`config.mk`:
```
export PLATFORM = sky130hd
export DESIGN_NAME = id_ex_stage
export DESIGN_NICKNAME = d
export VERILOG_FILES = /design/src/rtl/id_ex_stage.sv
export SDC_FILE = /design/constraint.sdc
export NUM_CORES = 1
export LEC_CHECK = 0
export CORE_AREA = 2 2 100 102
export CTS_BUF_LIST = sky130_fd_sc_hd__clkbuf_4 sky130_fd_sc_hd__clkbuf_8
export DETAILED_ROUTE_END_ITERATION = 8
export DIE_AREA = 0 0 102 104
export GPL_TIMING_DRIVEN = 0
export PLACE_DENSITY = 0.93
export SYNTH_ARGS = -nofsm -noshare
export SYNTH_HDL_FRONTEND = slang
export SYNTH_SLANG_ARGS = --single-unit
```
`constraint.sdc`:
```
create_clock -name clk -period 2.6 [get_ports clk]
set_input_delay 0.39 -clock clk [delete_from_list [all_inputs] [get_ports clk]]
set_output_delay 0.39 -clock clk [all_outputs]
set_load 0.01 [all_outputs]
```
`src/rtl/id_ex_stage.sv`:
```
// ID/EX pipeline register feeding the combinational ALU, with a valid/ready handshake.
// Optional ID_EX_FWD_EN adds MEM/WB operand forwarding and refreshes held operands during stalls.
module id_ex_stage #(
  parameter int unsigned DW = 32,
  parameter int unsigned AW = 5
) (
  input  logic                 clk,
  input  logic                 rst_n,
  input  logic                 in_valid,
  output logic                 in_ready,
  input  logic                 flush,
  input  logic [AW-1:0]        rs_addr,
  input  logic [AW-1:0]        rt_addr,
  input  logic [DW-1:0]        rs_data,
  input  logic [DW-1:0]        rt_data,
  input  logic [AW-1:0]        rd_addr,
  input  logic                 wr_en,
  input  logic [15:0]          imm16,
  input  logic                 use_imm,
  input  logic                 imm_zext,
  input  logic [3:0]           alu_op,
  input  logic                 fwd_mem_en,
  input  logic                 fwd_wb_en,
  input  logic [AW-1:0]        fwd_mem_addr,
  input  logic [AW-1:0]        fwd_wb_addr,
  input  logic [DW-1:0]        fwd_mem_data,
  input  logic [DW-1:0]        fwd_wb_data,
  output logic                 out_valid,
  input  logic                 out_ready,
  output logic signed [DW-1:0] opa,
  output logic signed [DW-1:0] opb,
  output logic [3:0]           op,
  output logic [AW-1:0]        rd_addr_q,
  output logic                 wr_en_q
);

  localparam logic [3:0] ALU_MVHI = 4'd11;

  logic          valid_q;
  logic [DW-1:0] a_q, b_q;
  logic [3:0]    op_q;
  logic [AW-1:0] rd_q, rs_q, rt_q;
  logic          wr_q, imm_q;

  logic          cap, hold;
  logic [DW-1:0] imm_ext, b_in, fwd_a, fwd_b;

  assign in_ready = !valid_q || out_ready;
  assign cap      = in_valid && in_ready && !flush;
  assign hold     = valid_q && !out_ready;

  // MVHI places the raw immediate in the upper half downstream, so it must not be sign-extended
  assign imm_ext = (imm_zext || alu_op == ALU_MVHI) ? {{(DW-16){1'b0}}, imm16}
                                                    : {{(DW-16){imm16[15]}}, imm16};
  assign b_in    = use_imm ? imm_ext : rt_data;

`ifdef ID_EX_FWD_EN
  always_comb begin
    fwd_a = a_q;
    if (valid_q && rs_q != '0) begin
      if (fwd_mem_en && fwd_mem_addr == rs_q) begin
        fwd_a = fwd_mem_data;
      end else if (fwd_wb_en && fwd_wb_addr == rs_q) begin
        fwd_a = fwd_wb_data;
      end
    end
  end

  always_comb begin
    fwd_b = b_q;
    if (valid_q && !imm_q && rt_q != '0) begin
      if (fwd_mem_en && fwd_mem_addr == rt_q) begin
        fwd_b = fwd_mem_data;
      end else if (fwd_wb_en && fwd_wb_addr == rt_q) begin
        fwd_b = fwd_wb_data;
      end
    end
  end
`else
  assign fwd_a = a_q;
  assign fwd_b = b_q;

  logic unused_fwd;
  assign unused_fwd = ^{fwd_mem_en, fwd_wb_en, fwd_mem_addr, fwd_wb_addr, fwd_mem_data,
                        fwd_wb_data, rs_q, rt_q, imm_q, hold};
`endif

  always_ff @(posedge clk or negedge rst_n) begin
    if (!rst_n) begin
      valid_q <= 1'b0;
      a_q     <= '0;
      b_q     <= '0;
      op_q    <= '0;
      rd_q    <= '0;
      rs_q    <= '0;
      rt_q    <= '0;
      wr_q    <= 1'b0;
      imm_q   <= 1'b0;
    end else begin
      if (flush) begin
        valid_q <= 1'b0;
      end else if (cap) begin
        valid_q <= 1'b1;
      end else if (out_ready) begin
        valid_q <= 1'b0;
      end

      if (cap) begin
        a_q   <= rs_data;
        b_q   <= b_in;
        op_q  <= alu_op;
        rd_q  <= rd_addr;
        rs_q  <= rs_addr;
        rt_q  <= rt_addr;
        wr_q  <= wr_en;
        imm_q <= use_imm;
`ifdef ID_EX_FWD_EN
      end else if (hold) begin
        // Latch forwarded values so a producer retiring mid-stall is not lost
        a_q <= fwd_a;
        b_q <= fwd_b;
`endif
      end
    end
  end

  assign out_valid = valid_q;
  assign opa       = fwd_a;
  assign opb       = fwd_b;
  assign op        = op_q;
  assign rd_addr_q = rd_q;
  assign wr_en_q   = wr_q && valid_q;

endmodule

```
==> flow_summary.toml <==
[critical_path]
cpMaxStageDelayCell = "clkdlybuf4s50_1"
worst-path-max-fanout = 17
endpoint_kind = "output port"
cp_common_cell = "clkdlybuf4s50_1"
path_buf_inv = 3
critPathTopFamily = "buffers and inverters"
worstPathRequired_ns = 2.21
crit_path_max_incr_delay_ns = 0.61
r2r-start = "out_valid$_DFFE_PN0P_"
cp-start-kind = "input pin"
r2r-end = "opa[5]$_DFFE_PN0P_"
criticalPathCategory = "input pin to output port"
endpoint = "in_ready"
rr_worst_depth = 6
critPathLaunch = "out_ready"
crit_chain = "clkdlybuf4s50_1 -> nand2b_1 -> buf_2 -> clkdlybuf4s50_1"
arrival_ns = 1.86
reg2reg_slack_ns = 0.77
cp.depth = 4

[synthesis]
ys_ff_latch = 75
netlist_instances = 242
synth_cell_types = 16
yosysTopAreaCell = "dfrtp_1"
syn_area_mm2 = 0.00327
synthTopCellsByCount = "dfrtp_1 (75), a21oi_1 (49), mux2_4 (30), nand2b_1 (17)"
synthMostInstantiatedCell = "dfrtp_1"
synth_edf_count = 0
async_flop_share_pct = 100
ys_seq_area_share_pct = 57.4
ys_top_cells_by_area = "dfrtp_1 (57%), mux2_4 (14%), a21oi_1 (7.5%), mux2i_1 (4.9%), mux2_2 (4.1%)"
ys.flop_type = "dfrtp_1"
ys_warn_count = 0
synth_top_cell_area_share_pct = 57.4
syn_nets = 425
avgSynthCellArea_um2 = 13.5

[route]
ant_nets = 0
drtIter0Drc = 61
routedWlPerCell_um = 16.9
dr.pass1.iters = 4
via_count = 2673
drt-vias-per-instance = 4.76
drc = 0
routed_wl_mm = 9.50

[sta]
holdWs_ns = 0.194
fin_crit_sh_pct = 86.6
max_clock_freq_mhz = 444
maxSlewHeadroom_pct = 37.0
fin_ws_ns = 0.348
setup_viol = 0
min_period_ns = 2.25
grt_setup_unrepaired = "no"
finClkSkew_ns = 0.00556
worst_pin_slew_ns = 0.945
drv_slew = 0
hold_viol = 0
fin_tns_setup_ns = 0

[power_and_ir_drop]
ir_drop_mv = 0.304
finalPower_mw = 3.51
p_per_area_mw_per_mm2 = 655
power.leakage_nw = 2.24

[floorplan]
die_w_um = 102
core-area_mm2 = 0.00955
die_h_um = 104
initial_utilization_pct = 34.2
die_area_mm2 = 0.0106
ios = 259
rows = 36

[outcome]
status = "finished, final reports clean"

[global_routing]
grt_pass1_vias = 2969
grt_max_degree = 76
antenna_found_initial = 0
gr-usage-all-layers_pct = 17.9
overflow = 0
grt_pass1_wl_mm = 14.8

[clocking]
clk_pin_slew_ns = 0.08
cts_buffers = 9
cts-root-buf = "clkbuf_8"
cts_tree = "done"
cts.path.max_buffers = 2
insertion_delay_ns = 0.34
h-tree-depth = 3
post_cts_buffers = 0
cts_sinks = 75
post_cts_resized = 0

[placed_design]
pre_cts_slack_ns = 0.0740
gp_congestion = 0.751
dp_hpwl_mm = 7.07
placed_area_mm2 = 0.00514
port_buffers = 171
place_inst = 546

[finish]
syn_to_final_growth_pct = 64.2
diodes = 0
final_core_util_pct = 56.2
nNetsFinal = 606
final_cells = 561
fin_area_mm2 = 0.00537
final_layout_size_suffix_gt1_share_pct = 16.8

[hold_path]
hold_class = "input pin to async pin"

[job]
max_cap_viol_count = 0
sequential cells by signal, summed over array words and instances, names as in the netlist:
register   count
op             4
opa           32
opb           32
out_valid      1
rd_addr_q      5
wr_q           1
repair_timing:
item | 4_1_cts | 5_1_grt
hold buffers | 0 | 0
endpoints found under the hold margin | 0 | 0
endpoints found under the setup margin | 0 | 1
worst min-delay path by stage:
stage	startpoint	endpoint	depth (start not counted)
after floorplan	rst_n	op[0]$_DFFE_PN0P_	0
after global placement	wr_q$_DFFE_PN0P_	wr_q$_DFFE_PN0P_	1
after detailed placement	opa[13]$_DFFE_PN0P_	opa[13]$_DFFE_PN0P_	1
after CTS	rst_n	opa[8]$_DFFE_PN0P_	1
after global routing	rst_n	opa[8]$_DFFE_PN0P_	1
final	rst_n	opa[8]$_DFFE_PN0P_	1
where the power goes:
part / switching [mW] / total [mW] / internal [mW]
registers: 0.112 / 1.47 / 1.36
logic: 0.373 / 1.04 / 0.662
clock network: 0.441 / 1.01 / 0.567
area by class of cell:
cell class                 count  area (um2)
sequential                    75        1880
clock inverter                 6        88.8
fill                         836        4180
buffer                        20         148
inverter                       1        3.75
timing repair buffer         171        1710
tap                          133         166
multi-input combinational    145        1240
clock buffer                  10         138
logic make-up (layout without fill, tap and decap cells):
group	count (synthesis)	in the layout	share of synthesized area (%)
AO/OA/AOI/OAI	65	65	10.6
flip-flops	75	75	57.4
multiplexers	58	58	22.8
buffers and inverters	22	208	4.75
AND/OR/NAND/NOR	22	22	4.44
per-layer routing:
metal | global-route usage (%) | vias to the layer above | wire (um)
met1 | 22.0 | 1284 | 3970
li1 | - | 1226 | -
met4 | 6.00 | 0 | 141
met2 | 29.6 | 151 | 4550
met3 | 5.65 | 12 | 835
met5 | 0 | - | 0
layout by cell type (no fill, tap or decap), types with 2 or more instances in the layout:
cell type and count:
clkdlybuf4s50_1 170, dfrtp_1 75, a21oi_1 49, mux2_4 30, nand2b_1 17, a31oi_1 16, mux2i_1 16, mux2_2 12
clkbuf_8 10, clkbuf_1 8, buf_2 7, buf_12 3, buf_6 2, nand4b_1 2, bufinv_16 2, clkinvlp_4 2
Power figures use the tool's default switching activity.
